`config.mk`:
```
export PLATFORM = sky130hd
export DESIGN_NAME = next_tx_arbiter
export DESIGN_NICKNAME = d
export VERILOG_FILES = /design/src/rtl/next_tx_arbiter.sv
export SDC_FILE = /design/constraint.sdc
export NUM_CORES = 1
export LEC_CHECK = 0
export BUFFER_PORTS_ARGS = -buffer_cell sky130_fd_sc_hd__buf_2
export CAP_MARGIN = 20
export CORE_MARGIN = 3
export CORE_UTILIZATION = 40
export DETAILED_ROUTE_END_ITERATION = 10
export PLACE_DENSITY = 0.73
export REMOVE_ABC_BUFFERS = 1
export SYNTH_ARGS = -nofsm -noshare
export SYNTH_HDL_FRONTEND = slang
export SYNTH_SLANG_ARGS = --single-unit
export TNS_END_PERCENT = 100
```
`constraint.sdc`:
```
create_clock -name clk -period 4.2 [get_ports clk]
set_input_delay 0.63 -clock clk [delete_from_list [all_inputs] [get_ports clk]]
set_output_delay 0.63 -clock clk [all_outputs]
set_load 0.005 [all_outputs]
```
`src/rtl/next_tx_arbiter.sv`:
```
// next_tx_arbiter: shares the single 40-bit NeXT serial transmit path among
// four packet requesters (0 keyboard, 1 mouse, 2 sound, 3 control).
// Round-robin arbitration issues one packet per credit. The credit returns
// SLOT_DELAY cycles after a frame_tick, which keeps the sender's one-deep
// buffer from being overwritten.
//
// Handshake: a requester holds req_valid[i] high with stable data until it
// sees a one-cycle req_ready[i] pulse. The arbiter drives out_valid as a
// single-cycle registered strobe with out_data stable. The sender answers
// combinationally on out_retrieved in that same cycle. req_ready pulses in
// the out_valid cycle only when out_retrieved is high. A dropped packet
// (out_retrieved low) sets err_reject and is retried at the next credit.
// fsm_state exposes the controller state: 0 READY, 1 ISSUE, 2 WAIT_SLOT.
module next_tx_arbiter #(
  parameter int SLOT_DELAY   = 48,
  parameter bit PRIO0_URGENT = 1'b0
) (
  input  logic         clk,
  input  logic         rst_n,
  input  logic [3:0]   req_valid,
  input  logic [159:0] req_data,
  output logic [3:0]   req_ready,
  input  logic         frame_tick,
  output logic [39:0]  out_data,
  output logic         out_valid,
  input  logic         out_retrieved,
  output logic [1:0]   grant_id,
  output logic [15:0]  pkt_count,
  output logic         err_reject,
  input  logic         err_clear,
  output logic [1:0]   fsm_state
);

  localparam int CW = $clog2(SLOT_DELAY + 1);

  typedef enum logic [1:0] {
    READY     = 2'd0,
    ISSUE     = 2'd1,
    WAIT_SLOT = 2'd2
  } state_t;

  state_t        state;
  logic [1:0]    last_grant;
  logic          retry_pending;
  logic [CW-1:0] slot_cnt;

  logic [39:0]   slot_data [4];
  logic          rr_found;
  logic [1:0]    rr_id;
  logic          pick_valid;
  logic [1:0]    pick_id;

  assign fsm_state = state;

  // Split the flat request bus into one 40-bit packet per requester.
  always_comb begin
    for (int i = 0; i < 4; i++) begin
      slot_data[i] = req_data[40*i +: 40];
    end
  end

  // Round-robin search: the first valid requester after last_grant, wrapping 3->0.
  always_comb begin
    rr_found = 1'b0;
    rr_id    = 2'd0;
    for (int k = 1; k <= 4; k++) begin
      if (!rr_found && req_valid[last_grant + 2'(k)]) begin
        rr_found = 1'b1;
        rr_id    = last_grant + 2'(k);
      end
    end
  end

  // Winner selection: a pending retry comes first, then the urgent requester 0, then round-robin.
  always_comb begin
    pick_valid = 1'b0;
    pick_id    = 2'd0;
    if (retry_pending && req_valid[grant_id]) begin
      pick_valid = 1'b1;
      pick_id    = grant_id;
    end else if (PRIO0_URGENT && req_valid[0]) begin
      pick_valid = 1'b1;
      pick_id    = 2'd0;
    end else if (rr_found) begin
      pick_valid = 1'b1;
      pick_id    = rr_id;
    end
  end

  // Accept pulse goes to the granted requester in the strobe cycle, and only when the sender takes the packet.
  always_comb begin
    req_ready = 4'b0000;
    if (state == ISSUE && out_retrieved) begin
      req_ready = 4'b0001 << grant_id;
    end
  end

  // Controller: credit, issue strobe, slot pacing, counters and the sticky error.
  always_ff @(posedge clk or negedge rst_n) begin
    if (!rst_n) begin
      state         <= READY;
      out_valid     <= 1'b0;
      out_data      <= '0;
      grant_id      <= 2'd0;
      last_grant    <= 2'd3;
      pkt_count     <= 16'd0;
      err_reject    <= 1'b0;
      retry_pending <= 1'b0;
      slot_cnt      <= '0;
    end else begin
      out_valid <= 1'b0;

      // A clear wins over a reject in the same cycle.
      if (err_clear) begin
        err_reject <= 1'b0;
      end else if (state == ISSUE && !out_retrieved) begin
        err_reject <= 1'b1;
      end

      case (state)
        READY: begin
          // The retried requester gave up its packet, so fall back to normal arbitration.
          if (retry_pending && !req_valid[grant_id]) begin
            retry_pending <= 1'b0;
          end
          if (pick_valid) begin
            out_data  <= slot_data[pick_id];
            grant_id  <= pick_id;
            out_valid <= 1'b1;
            state     <= ISSUE;
          end
        end
        ISSUE: begin
          if (out_retrieved) begin
            last_grant    <= grant_id;
            pkt_count     <= pkt_count + 16'd1;
            retry_pending <= 1'b0;
          end else begin
            retry_pending <= 1'b1;
          end
          slot_cnt <= '0;
          state    <= WAIT_SLOT;
        end
        WAIT_SLOT: begin
          // A tick (re)starts the countdown; the credit returns SLOT_DELAY cycles after the latest tick.
          if (frame_tick) begin
            slot_cnt <= CW'(SLOT_DELAY);
          end else if (slot_cnt == CW'(1)) begin
            slot_cnt <= '0;
            state    <= READY;
          end else if (slot_cnt != '0) begin
            slot_cnt <= slot_cnt - CW'(1);
          end
        end
        default: begin
          state <= READY;
        end
      endcase
    end
  end

endmodule

```
# After elaboration in Yosys (flattened, before gate mapping)

Cells that the tools add are included.

Bits in registers: 71
Input port bits: 169
Output and inout port bits: 66
Word-level logic and storage cells: 93

Add/sub/neg operators: 5
$lt $le $gt $ge: 6
Eq/ne operators: 8
Shifts and indexed selects: 1
Mux-type cells: 41
Bitwise logic cells: 1
Reduce and logical (&&, ||, !) cells: 22

Operators with widths:

| kind                                                       | number |
|---|---|
| binary-select mux 40 bit (select 2 bit)                    | 1 |
| 2-to-1 mux 40 bit                                          | 2 |
| 2-to-1 mux 2 bit                                           | 9 |
| 2-to-1 mux 6 bit                                           | 3 |
| 2-to-1 mux 1 bit                                           | 17 |
| adder 16 x 1 -> 16 bit, second input constant              | 1 |
| less-than comparator 2 x 3 -> 1 bit, second input constant | 5 |
| one-hot mux 6 bit (2 select lines)                         | 1 |
| binary-select mux 1 bit (select 2 bit)                     | 5 |
| inequality test 2 bit, second input constant               | 4 |
| AND reduction 2 bit                                        | 4 |
| logical AND 1 bit                                          | 7 |
| == test 6 x 1 -> 1 bit, second input constant              | 1 |
| one-hot mux 2 bit (3 select lines)                         | 1 |
| nonzero test 2 bit                                         | 3 |
| nonzero test 6 bit                                         | 1 |
| subtractor 6 x 1 -> 6 bit, second input constant           | 1 |
| zero test 1 bit                                            | 5 |
| adder 2 bit, second input constant                         | 2 |
| 2-to-1 mux 4 bit                                           | 1 |
| inequality test 4 bit, second input constant               | 1 |
| << shifter 1 x 2 -> 4 bit, first input constant            | 1 |
| greater-or-equal comparator 3 bit, second input constant   | 1 |
| inverter 2 -> 3 bit                                        | 1 |
| other kinds (6)                                            | 6 |

# Longest topological paths before layout

Depth in word-level cells: 19
Mapped depth: 9
Gate-level depth less buffers: 8

# Worst setup path after synthesis

Ideal clock, no wire load.

Path type: in2reg
Start point: in req_valid[1]
End point: reg out_data[30]
Setup time: 0.099 ns
Data arrival time: 1.932 ns
Required time: 4.101 ns
Setup slack: 2.169 ns
Stages: 7
Path buffers: 2
Cell sequence: nor4_1 > nor2b_1 > buf_2 > o21ai_1 > clkbuf_1 > a211oi_1 > a311oi_1

Cells in the longest elaborated chain, start to end: 18
Elaborated cells on any way between the ends: 34
Those cells by class: mux (25); bitwise (1); reduce/logical (8)

RTL lines:

| what                                                        | RTL line | RTL |
|---|---|---|
| start, declared                                             | 20       | `input logic [3:0] req_valid,` |
| binary-select mux 1 bit (select 2 bit)                      | 67       | `if (!rr_found && req_valid[last_grant + 2'(k)]) begin` |
| 2-to-1 mux 1 bit (not written as such)                      | 67       |  |
| 2-to-1 mux 1 bit                                            | 67       |  |
| zero test 1 bit                                             | 67       |  |
| logical AND 1 bit                                           | 67       |  |
| 2-to-1 mux 1 bit                                            | 67       |  |
| zero test 1 bit                                             | 67       |  |
| logical AND 1 bit                                           | 67       |  |
| 2-to-1 mux 1 bit                                            | 67       |  |
| zero test 1 bit                                             | 67       |  |
| logical AND 1 bit                                           | 67       |  |
| 2-to-1 mux 2 bit / 2-to-1 mux 1 bit (equally long branches) | 67       |  |
| 2-to-1 mux 2 bit                                            | 84       | `end else if (rr_found) begin` |
| 2-to-1 mux 2 bit                                            | 78       | `if (retry_pending && req_valid[grant_id]) begin` |
| inverter 2 -> 3 bit (not written as such)                   | 127      | `out_data <= slot_data[pick_id];` |
| binary-select mux 40 bit (select 2 bit)                     | 127      |  |
| 2-to-1 mux 40 bit (not written as such) (2 in a row)        | 127      |  |
| end signal, assigned                                        | 127      |  |
| end, declared                                               | 24       | `output logic [39:0] out_data,` |

Several ways; a longest one is shown, not always the timed one. The select of a mux whose other input is x is not followed.
A chain may end at the register's enable or synchronous reset.

# Final worst setup path

Start point: reg grant_id[1]
End point: reg out_data[21]

Cells in the longest elaborated chain, start to end: 8
Elaborated cells on any way between the ends: 10
Those cells by class: mux (7); bitwise (1); reduce/logical (2)

RTL lines:

| what                                                 | RTL line | RTL |
|---|---|---|
| start, declared                                      | 27       | `output logic [1:0] grant_id,` |
| start signal, assigned                               | 128      | `grant_id <= pick_id;` |
| binary-select mux 1 bit (select 2 bit)               | 78       |  |
| 2-to-1 mux 1 bit (not written as such)               | 78       |  |
| logical AND 1 bit                                    | 78       |  |
| 2-to-1 mux 2 bit                                     | 78       |  |
| inverter 2 -> 3 bit (not written as such)            | 127      |  |
| binary-select mux 40 bit (select 2 bit)              | 127      |  |
| 2-to-1 mux 40 bit (not written as such) (2 in a row) | 127      |  |

Several ways; a longest one is shown, not always the timed one. The select of a mux whose other input is x is not followed.

==> summary.txt <==
Number of library cell types mapped by synthesis -> 50
Max-Cap Viols -> 0
Setup violators final -> 0
Die H -> 110.2 um
Nets@finish -> 875
Antenna Nets Post-Route -> 0
Area share of the largest cell type after synthesis -> 39.79%
Design Power -> 0.004007 W
Fin area -> 5725 um2
#FFs+latches synth -> 71
Tmin final -> 3.001 ns
Ports -> 235
Die Wd -> 110.2 um
Register area share after synthesis -> 41.00%
VDD IR max -> 0.3003 mV
Area grow syn2layout -> 31.95%
Rel. slew slack -> 29.22%
Avg Vias per Cell -> 5.446
Post-Place Cells -> 825
DP HPWL -> 10310 um
Clock slew seen by the registers of the worst setup and hold paths -> 0.09 ns
Status -> finished, final reports clean
Root buf cell -> clkbuf_8
Layout cells sized above 1 -> 39.29%
Via count -> 4591
Fmax -> 333.2 MHz
Initial core utilization -> 41.66%
Post-synthesis cell count -> 488
RR Startpoint -> grant_id[1]$_DFFE_PN0P_
Crit path to -> out_data[21]$_DFFE_PN0P_
Post-Syn Area per Cell -> 8.892 um2
Crit path DAT -> 3.26 ns
Num CTS Buffers -> 9
Number of synthesized flops with an enable pin -> 0
Post-DP Area -> 5517 um2
CP Class -> register to register
Slowest-stage cell, CP -> and2_4
H-tree levels -> 3
Post-CTS setup buffers -> 0
Setup TNS -> 0 ns
Startpoint Class -> register
Post-CTS Hold Buffers -> 0
Post-route DRC -> 0
WP data required -> 4.46 ns
I/O Buffers -> 234
Ys async rst share -> 100.0%
Syn Std Cell Area -> 4339 um2
Most frequent cell after synthesis -> nand2_1
Clk_lat worst skew -> 0.35 ns
Unrepaired setup endpoints after global routing -> false
CTS resizes -> 0
CP startpoint -> grant_id[1]$_DFFE_PN0P_
Detailed Routing Iterations Pass 1 -> 4
YS warnings -> 0
Worst R2R Setup Slack -> 1.20 ns
Wire per inst -> 17.16 um
Worst path cell trace -> mux2i_1 > a2bb2oi_2 > or2_4 > and2_4 > nand2_1 > a311oi_1
Type of the worst min-delay path -> primary input to async pin
Gr usage total -> 23.11%
GPL Wtd Cong -> 0.8391
Pwr dens -> 699.8 nW/um2
Commonest cells in the synthesized netlist -> nand2_1 (104), dfrtp_1 (69), nor2_1 (54)
First-pass GRT wire length -> 22020 um
FF-to-FF End -> out_data[21]$_DFFE_PN0P_
CTS Buffer Depth -> 2
Core area -> 10420 um2
Slowest cell delay on critical path -> 0.80 ns
CTS tree -> done
Slew Limit Fails -> 0
Fillcell total -> 985
DRT Wirelength -> 14470 um
FP Rows -> 37
Hold Fails Final Rpt -> 0
Slew @ Worst Pin -> 1.059 ns
Vias in the first global route -> 4476
Crit. End Element -> register
FF-to-FF path depth -> 6
Lkg Pwr -> 2.738 nW
Iter 0 DRT Violations -> 232
Gr ovfl total -> 0
Fin cells -> 843
Area contributors post-synth -> dfrtp_1 (40%), nand2_1 (9.0%), a311oi_1 (8.1%), a21boi_0 (6.9%), a211oi_1 (5.2%)
Final Skew -> 0.01525 ns
Largest area contributor in the netlist -> dfrtp_1
Max Fanout on Critical Path -> 81
Ys flop type -> dfrtp_1
Final core utilization -> 54.97%
Clk sinks -> 71
Largest net degree at the start of global routing -> 82
Tcrit/Tclk final -> 71.46%
Initial antenna violation count -> 1
Die area -> 12130 um2
==> final cells by class <==
class                           count  area [um2]  share of cell area (%)
Sequential cell                    71        1779                   31.08
Multi-Input combinational cell    370        2326                   40.62
Antenna cell                        2       5.005                 0.08741
Tap cell                          136       170.2                   2.972
Clock inverter                      7       80.08                   1.399
Inverter                           10       37.54                  0.6556
Clock buffer                        9       123.9                   2.163
Timing Repair Buffer              238        1204                   21.02
==> worst max-delay path: cells and delay by family, from the launching register on <==
kind,cells,cell delay [ns]
mux,1,0.37
compound gates,2,0.55
simple gates,3,1.39
flops,1,0.53
==> layer usage <==
layer	share of wire (%)	up-vias	global-route usage, %
li1	-	2184	-
met1	39	2209	27.56
met2	52	182	40.12
met3	7.4	16	6.581
met4	1.5	0	7.476
met5	0	-	0
==> flip-flops by register name, summed over array words and instances, names as in the netlist <==
register,count
out_valid,1
last_grant,2
pkt_count,16
grant_id,2
slot_cnt,6
err_reject,1
out_data,40
retry_pending,1
fsm_state,2
==> cell usage in the layout (no fill, tap or decap), drive strengths merged, types with 4 or more instances in the layout <==
master,Yosys,routed
a211oi,40,40
nand3,8,8
nand2,104,104
xor2,5,5
dfrtp,69,69
buf,19,238
clkbuf,18,9
ha,6,6
a21oi,10,10
nor2,54,54
nand2b,6,6
inv,10,12
xnor2,12,12
a311oi,40,40
and3,4,4
a21boi,41,41
o21ai,6,6
==> worst min path at each step <==
| stage | startpoint | end | slack (ns) | cells after the start |
|---|---|---|---|---|
| 4_1_cts | err_clear | err_reject$_DFFE_PN0P_ | 0.42 | 2 |
| 2_1_floorplan | rst_n | err_reject$_DFFE_PN0P_ | 0.33 | 0 |
| 3_5_place_dp | pkt_count[15]$_DFFE_PN0P_ | pkt_count[15]$_DFFE_PN0P_ | 0.48 | 1 |
| 5_1_grt | err_clear | err_reject$_DFFE_PN0P_ | 0.41 | 2 |
| 6_report | rst_n | fsm_state[0]$_DFFE_PN0P_ | 0.40 | 1 |
| 3_3_place_gp | pkt_count[15]$_DFFE_PN0P_ | pkt_count[15]$_DFFE_PN0P_ | 0.46 | 1 |
==> cells by family (layout without fill, tap and decap cells) <==
group | Yosys count | in the layout | share of synthesized area (%)
other | 0 | 2 | 0
buffers and inverters | 47 | 264 | 6.200
multiplexers | 5 | 5 | 1.326
AND/OR/NAND/NOR | 194 | 194 | 18.92
XOR/XNOR | 17 | 17 | 3.431
AO/OA/AOI/OAI | 148 | 148 | 27.39
flip-flops | 71 | 71 | 41.00
adder cells (fa/ha/maj) | 6 | 6 | 1.730
==> stage by stage <==
stage	hold WS, ns	setup slack (ns)
3_5_place_dp	0.4781	1.037
4_1_cts	0.4195	1.236
2_1_floorplan	0.3344	-0.1717
6_report	0.3984	1.199
5_1_grt	0.4094	0.9466
3_3_place_gp	0.4559	1.132
==> where the power goes <==
group | total, W | internal, W | switching, W | leakage, nW
registers | 0.00122 | 0.000993 | 0.000230 | 0.849
clock network | 0.000579 | 0.000281 | 0.000298 | 0.0964
logic | 0.00220 | 0.000858 | 0.00135 | 1.79
No activity file was read; power rests on OpenSTA's default activity.
